$ cat config.mk
export PLATFORM = sky130hd
export DESIGN_NAME = can_timing_controller
export DESIGN_NICKNAME = d
export VERILOG_FILES = /design/src/rtl/can_timing_controller.sv
export SDC_FILE = /design/constraint.sdc
export NUM_CORES = 1
export LEC_CHECK = 0
export CELL_PAD_IN_SITES_DETAIL_PLACEMENT = 1
export CELL_PAD_IN_SITES_GLOBAL_PLACEMENT = 1
export CORE_UTILIZATION = 42
export DETAILED_ROUTE_END_ITERATION = 12
export PLACE_DENSITY = 0.81
export SYNTH_ARGS = -nofsm -noshare
export SYNTH_HDL_FRONTEND = slang
export SYNTH_SLANG_ARGS = --single-unit
$ cat constraint.sdc
create_clock -name clock -period 7.5 [get_ports clock]
set_input_delay 2.25 -clock clock [delete_from_list [all_inputs] [get_ports clock]]
set_output_delay 2.25 -clock clock [all_outputs]
set_load 0.005 [all_outputs]
$ cat src/rtl/can_timing_controller.sv
`default_nettype none
// +----------------------------------------------------------------------------+
// | Module   : can_timing_controller                                           |
// | Desc     : Time-quantum prescaler, idle/run/drain sequencer and            |
// |            bit-boundary configuration commit for the CAN bit timing unit.  |
// | Options  : define CAN_TIMING_WATCHDOG_EN to add the tq watchdog and the    |
// |            sticky fault output (otherwise fault is tied low).              |
// | Revision : 1.0 - initial release                                           |
// +----------------------------------------------------------------------------+
module can_timing_controller #(
  parameter int BRP_W    = 6,
  parameter int DEF_BRP  = 0,
  parameter int DEF_PROP = 3,
  parameter int DEF_PH1  = 2,
  parameter int DEF_PH2  = 2
) (
  input  logic             clock,
  input  logic             reset,
  // host configuration port
  input  logic             cfg_req,
  input  logic [BRP_W-1:0] cfg_brp,
  input  logic [3:0]       cfg_prop_seg,
  input  logic [3:0]       cfg_phase_seg1,
  input  logic [3:0]       cfg_phase_seg2,
  output logic             cfg_ack,
  output logic             cfg_err,
  output logic             cfg_pending,
  // run control
  input  logic             start,
  input  logic             stop,
  // bit timing unit handshake
  input  logic             bit_timing_end,
  output logic             tq_pulse,
  output logic             enable,
  output logic [3:0]       prop_seg,
  output logic [3:0]       phase_seg1,
  output logic [3:0]       phase_seg2,
  output logic [1:0]       state,
  output logic             fault
);

  localparam logic [BRP_W-1:0] C_DEF_BRP  = BRP_W'(DEF_BRP);
  localparam logic [3:0]       C_DEF_PROP = 4'(DEF_PROP);
  localparam logic [3:0]       C_DEF_PH1  = 4'(DEF_PH1);
  localparam logic [3:0]       C_DEF_PH2  = 4'(DEF_PH2);

  typedef enum logic [1:0] {
    ST_IDLE  = 2'd0,
    ST_RUN   = 2'd1,
    ST_DRAIN = 2'd2
  } state_e;

  // sequencer and prescaler
  state_e           state_q, state_d;
  logic             enable_q, enable_d;
  logic             tq_pulse_q, tq_pulse_d;
  logic [BRP_W-1:0] cnt_q, cnt_d;

  // host handshake strobes
  logic             cfg_ack_q, cfg_ack_d;
  logic             cfg_err_q, cfg_err_d;
  logic             cfg_pending_q, cfg_pending_d;

  // accepted-but-uncommitted configuration
  logic [BRP_W-1:0] pend_brp_q, pend_brp_d;
  logic [3:0]       pend_prop_q, pend_prop_d;
  logic [3:0]       pend_ph1_q, pend_ph1_d;
  logic [3:0]       pend_ph2_q, pend_ph2_d;

  // configuration currently seen by the timing unit
  logic [BRP_W-1:0] brp_q, brp_d;
  logic [3:0]       prop_q, prop_d;
  logic [3:0]       ph1_q, ph1_d;
  logic [3:0]       ph2_q, ph2_d;

  logic [5:0]       cfg_total;
  logic             cfg_valid;
  logic             commit;
  logic             fault_int;

`ifdef CAN_TIMING_WATCHDOG_EN
  logic [4:0]       wd_q, wd_d;
  logic             fault_q, fault_d;
  assign fault_int = fault_q;
`else
  assign fault_int = 1'b0;
`endif

  assign fault       = fault_int;
  assign enable      = enable_q;
  assign tq_pulse    = tq_pulse_q;
  assign state       = state_q;
  assign cfg_ack     = cfg_ack_q;
  assign cfg_err     = cfg_err_q;
  assign cfg_pending = cfg_pending_q;
  assign prop_seg    = prop_q;
  assign phase_seg1  = ph1_q;
  assign phase_seg2  = ph2_q;

  // Segment range and total bit length check on the raw request inputs
  always_comb begin
    cfg_total = 6'd1 + {2'b00, cfg_prop_seg} + {2'b00, cfg_phase_seg1}
              + {2'b00, cfg_phase_seg2};
    cfg_valid = (cfg_prop_seg   >= 4'd1) && (cfg_prop_seg   <= 4'd8) &&
                (cfg_phase_seg1 >= 4'd1) && (cfg_phase_seg1 <= 4'd8) &&
                (cfg_phase_seg2 >= 4'd2) && (cfg_phase_seg2 <= 4'd8) &&
                (cfg_total >= 6'd8) && (cfg_total <= 6'd25);
  end

  // Next-state for config capture/commit, sequencer and prescaler
  always_comb begin
    state_d       = state_q;
    cnt_d         = cnt_q;
    tq_pulse_d    = 1'b0;
    cfg_ack_d     = 1'b0;
    cfg_err_d     = 1'b0;
    cfg_pending_d = cfg_pending_q;
    pend_brp_d    = pend_brp_q;
    pend_prop_d   = pend_prop_q;
    pend_ph1_d    = pend_ph1_q;
    pend_ph2_d    = pend_ph2_q;
    brp_d         = brp_q;
    prop_d        = prop_q;
    ph1_d         = ph1_q;
    ph2_d         = ph2_q;

    // While running, a change may only land at the end of a bit.
    commit = cfg_pending_q && ((state_q == ST_IDLE) || bit_timing_end);

    // Capture and commit are exclusive: capture needs an empty slot,
    // commit needs a full one.
    if (cfg_req) begin
      if (!cfg_valid || cfg_pending_q) begin
        cfg_err_d = 1'b1;
      end else begin
        cfg_pending_d = 1'b1;
        pend_brp_d    = cfg_brp;
        pend_prop_d   = cfg_prop_seg;
        pend_ph1_d    = cfg_phase_seg1;
        pend_ph2_d    = cfg_phase_seg2;
      end
    end

    if (commit) begin
      cfg_pending_d = 1'b0;
      cfg_ack_d     = 1'b1;
      brp_d         = pend_brp_q;
      prop_d        = pend_prop_q;
      ph1_d         = pend_ph1_q;
      ph2_d         = pend_ph2_q;
    end

    case (state_q)
      ST_IDLE: begin
        cnt_d = '0;
        if (start && !stop && !fault_int) begin
          state_d = ST_RUN;
        end
      end
      ST_RUN, ST_DRAIN: begin
        if (cnt_q == brp_q) begin
          cnt_d      = '0;
          tq_pulse_d = 1'b1;
        end else begin
          cnt_d = cnt_q + BRP_W'(1);
        end
        if (fault_int) begin
          state_d = ST_IDLE;
        end else if ((state_q == ST_RUN) && stop) begin
          state_d = ST_DRAIN;
        end else if ((state_q == ST_DRAIN) && bit_timing_end) begin
          state_d = ST_IDLE;
        end
      end
      default: state_d = ST_IDLE;
    endcase

    // Leaving the run states drops any pulse due on the first idle cycle;
    // a commit restarts the quantum so the new prescaler starts aligned.
    if ((state_d == ST_IDLE) || commit) begin
      cnt_d      = '0;
      tq_pulse_d = 1'b0;
    end

    enable_d = (state_d != ST_IDLE);
  end

`ifdef CAN_TIMING_WATCHDOG_EN
  // Count quanta since the last bit end; 26 without one means the unit is stuck
  always_comb begin
    wd_d    = wd_q;
    fault_d = fault_q;
    if ((state_q == ST_IDLE) || bit_timing_end) begin
      wd_d = '0;
    end else if (tq_pulse_q) begin
      wd_d = wd_q + 5'd1;
      if (wd_q == 5'd25) begin
        fault_d = 1'b1;
      end
    end
  end
`endif

  // Register all state; reset restores defaults and drops any pending config
  always_ff @(posedge clock) begin
    if (reset) begin
      state_q       <= ST_IDLE;
      enable_q      <= 1'b0;
      tq_pulse_q    <= 1'b0;
      cnt_q         <= '0;
      cfg_ack_q     <= 1'b0;
      cfg_err_q     <= 1'b0;
      cfg_pending_q <= 1'b0;
      pend_brp_q    <= C_DEF_BRP;
      pend_prop_q   <= C_DEF_PROP;
      pend_ph1_q    <= C_DEF_PH1;
      pend_ph2_q    <= C_DEF_PH2;
      brp_q         <= C_DEF_BRP;
      prop_q        <= C_DEF_PROP;
      ph1_q         <= C_DEF_PH1;
      ph2_q         <= C_DEF_PH2;
`ifdef CAN_TIMING_WATCHDOG_EN
      wd_q          <= '0;
      fault_q       <= 1'b0;
`endif
    end else begin
      state_q       <= state_d;
      enable_q      <= enable_d;
      tq_pulse_q    <= tq_pulse_d;
      cnt_q         <= cnt_d;
      cfg_ack_q     <= cfg_ack_d;
      cfg_err_q     <= cfg_err_d;
      cfg_pending_q <= cfg_pending_d;
      pend_brp_q    <= pend_brp_d;
      pend_prop_q   <= pend_prop_d;
      pend_ph1_q    <= pend_ph1_d;
      pend_ph2_q    <= pend_ph2_d;
      brp_q         <= brp_d;
      prop_q        <= prop_d;
      ph1_q         <= ph1_d;
      ph2_q         <= ph2_d;
`ifdef CAN_TIMING_WATCHDOG_EN
      wd_q          <= wd_d;
      fault_q       <= fault_d;
`endif
    end
  end

endmodule
`default_nettype wire

==> results.md <==
- RSZ-0062 raised after global routing: no
- Worst-skew pair later-pin latency: 0.31 ns
- Peak VDD IR: between 0.07 and 0.08 mV
- Setup TNS Final: 0 ns
- Via count: around 2,000
- Crit path cell chain: clkdlybuf4s50_1 -> inv_1 -> fa_1 -> inv_1 -> ha_1 -> or2b_2 -> a21oi_1 -> a211o_1 -> or4_4 -> and4_4 -> o21a_1
- Cell family with most CP delay: simple AND/OR/NAND/NOR gates
- Die H: approximately 78 um
- Remaining DRCs: 0
- Core footprint: around 5600 sq um
- Ys flop type: dfxtp_1
- NetSw: roughly 150 uW
- Fmax: 0.202 GHz
- Seq/Total Area, Yosys: approximately 40%
- Finished Layout Cells: ~390
- CP Capture Type: flop
- IO Port Bufs: 42
- CTS tree: done
- Average cell area after synthesis: roughly 8.7 sq um
- Synth unique cells: 40
- Routed WL: roughly 5.3 mm
- Clock Power Share: between 30% and 40%
- Critical path fanouts, max: 19
- Yosys warning total: 0
- Post-route total power: between 500 and 600 uW
- Tightest Pin Transition: between 0.8 and 0.9 ns
- Largest net degree at the start of global routing: 60
- Fin. max-slew vios: 0
- Worst-path clk slew: around 0.11 ns
- Gr usage total: 18.5%
- Initial antenna violation count: 0
- Vias in the first global route: a little under 2,000
- Pwr Density: ~180 nW/um^2
- Final antenna diode count: 0
- P&R area growth vs syn: 21.4%
- Syn Std Cell Area: approximately 2500 sq um
- Drt first-iter violations: just over 40
- GP Congestion: ~0.83
- Post-synth EDFFs: 0
- Max clock buf depth: 2
- 1st-pass router iterations: 4
- Most frequent CP cell: inv_1
- Fill cell count: about 670
- Buf/Inv on CP: 3
- Final Worst Setup Slack: between 2 and 3 ns
- Die X: roughly 80 um
- DP Cell Count: 381
- H-tree levels: 2
- Hold WC Path Type: flop to flop
- DR WL/cell: 13.6 um
- Final Hold Viols: 0
- Root Driver: clkbuf_8
- Cells after Synth: 281
- CP Class: input pin to flop
- # IOs: 44
- LEAKAGE: roughly 1.1 nW
- CP Data Arrival Time: about 5.2 ns
- Initial cell density of the core: 44.0%
- #FFs+latches synth: ~50
- Seq pwr share: approximately half
- Max Cap Viol: 0
- Core Util, Final: between 50% and 60%
- Ys async rst share: 0%
- Fraction of layout cells with a size suffix above 1: about 5.0%
- Final HPWL DP: slightly below 4 mm
- Data required, critical path: approximately 7.7 ns
- Max stage delay on crit path: 0.54 ns
- Post_cts resized: 0
- Setup Skew: ~0.016 ns
- Crit-path slowest cell: fa_1
- CTS hold repair buffers: 0
- Remaining antenna violation count: 0
- Switching share of power: about 28%
- Post-CTS Setup Inserts: 0
- First-pass GRT wire length: around 9.0 mm
- CP Launch Type: input pin
- Num rows: 27
- Syn Nets: 319
- Max-slew headroom: a little over two fifths
- Cell-internal power: between 300 and 400 uW
- Crit path time final: between 4 and 5 ns
- Total die area: slightly above 6000 sq um
- Nets: 354
- CTS sink cnt: 49
- Final setup violation count: 0
- Tcrit/Tclk final: around two thirds
- TritonCTS buffer count: 5
- Outcome: finished clean
- Gr ovfl total: 0
- Worst slack at placement: between 2 and 2.5 ns
- Power share of the combinational group: between 15 and 20%
- Vias per std cell: 5.14
## power by group through the flow
stage | registers, mW | clock network [mW] | logic [mW]
6_report | 0.269 | 0.167 | 0.0911
3_5_place_dp | 0.275 | 0 | 0.0919
2_1_floorplan | 0.274 | 0 | 0.0599
4_1_cts | 0.269 | 0.173 | 0.0924
5_1_grt | 0.270 | 0.181 | 0.101
3_3_place_gp | 0.275 | 0 | 0.0897
## synthesized netlist by cell type, drive strengths merged (3+ instances only)
master   n  share of area, %
nand2b  28               7.1
nor3     7               1.4
dfxtp   49                40
ha      10               5.1
buf      4               2.1
a21boi   3              0.92
a31oi    3              0.76
o21ai    5               1.0
mux2i   18               7.3
xor2     3               1.1
inv     14               2.1
nand3    4              0.82
a21oi   21               4.4
xnor2    8               2.9
nand2   47               7.2
nand3b   6               1.8
fa       4               3.3
nor2    17               2.6
clkbuf  11               1.7
## sequential cells by signal, summed over array words and instances, names as in the netlist, 2 cells and up
register and flops:
pend_ph1_q 4, phase_seg2 4, state 2, prop_seg 4, brp_q 6, pend_ph2_q 4, cnt_q 6, pend_prop_q 4
phase_seg1 4, pend_brp_q 6
## routing by layer
| layer | wire, um | share of wire (%) | global-route usage [%] | up-vias |
|---|---|---|---|---|
| met4 | 43 | 0.81 | 4.44 | 0 |
| met3 | 154 | 2.9 | 3.14 | 4 |
| met2 | 2700 | 51 | 33.2 | 31 |
| met1 | 2410 | 45 | 22.8 | 969 |
| met5 | 0 | 0 | 0 | - |
| li1 | - | - | - | 994 |
## area by class of cell
| type | count | area, sq um | share of cell area, % |
|---|---|---|---|
| multi-input combinational | 203 | 1330 | 44.7 |
| clock inverter | 3 | 26.3 | 0.882 |
| clock buffer | 5 | 68.8 | 2.31 |
| tap | 72 | 90.1 | 3.03 |
| sequential | 49 | 981 | 32.9 |
| inverter | 14 | 52.6 | 1.76 |
| timing repair buffer | 43 | 428 | 14.4 |
## worst paths after layout
path | startpoint | to | slack (ns) | cells after the start
hold / removal | pend_ph2_q[0]$_SDFFE_PP0P_ | phase_seg2[0]$_SDFFE_PP0P_ | 0.46 | 2
setup / recovery | cfg_prop_seg[3] | cfg_pending$_SDFFE_PP0P_ | 2.55 | 11
setup reg to reg | state[0]$_SDFF_PP0_ | cnt_q[4]$_SDFFE_PP0P_ | 5.23 | 7
hold reg to reg | pend_ph2_q[0]$_SDFFE_PP0P_ | phase_seg2[0]$_SDFFE_PP0P_ | 0.46 | 2
## tightest hold or removal path, cell delays in order, from the launching register on
cell     delay (ns)
dfxtp_1        0.33
nand2_1        0.06
a21oi_1        0.05
## metrics by stage
stage	area (sq um)	hold WS, ns
2_1_floorplan	2450	0.432
3_3_place_gp	2880	0.440
3_5_place_dp	2880	0.446
4_1_cts	2980	0.457
5_1_grt	2980	0.480
6_report	2980	0.460
## cells in the final DEF (no fill, tap or decap), drive strengths merged
cell           netlist  routed
nand2b              28      28
a211o                1       1
a21boi               3       3
a311oi               1       1
a211oi               2       2
nand3b               6       6
and4                 1       1
conb                 1       1
clkbuf              11       5
dfxtp               49      49
o22ai                1       1
nor2                17      17
nand3                4       4
nand4b               1       1
buf                  4       1
a21o                 2       2
or4                  2       2
nor2b                1       1
clkdlybuf4s50        0      42
nor4                 1       1
fa                   4       4
nor3                 7       7
ha                  10      10
a31oi                3       3
xor2                 3       3
nor4b                1       1
o21a                 2       2
mux2i               18      18
or2b                 1       1
inv                 14      17
o21ai                5       5
a21oi               21      21
xnor2                8       8
nand4                1       1
nand2               47      47
## cells by family after synthesis
family,count (synthesis),share of synthesized area (%)
AOI/OAI and AO/OA,41,10.0
buffers and inverters,29,5.92
xor gates and xnor gates,11,3.93
muxes,18,7.34
DFF,49,40.0
other,1,0.153
and+or+nand+nor,118,24.3
adders and majority gates,14,8.36
Note: power is estimated with default switching activity, not from simulation.
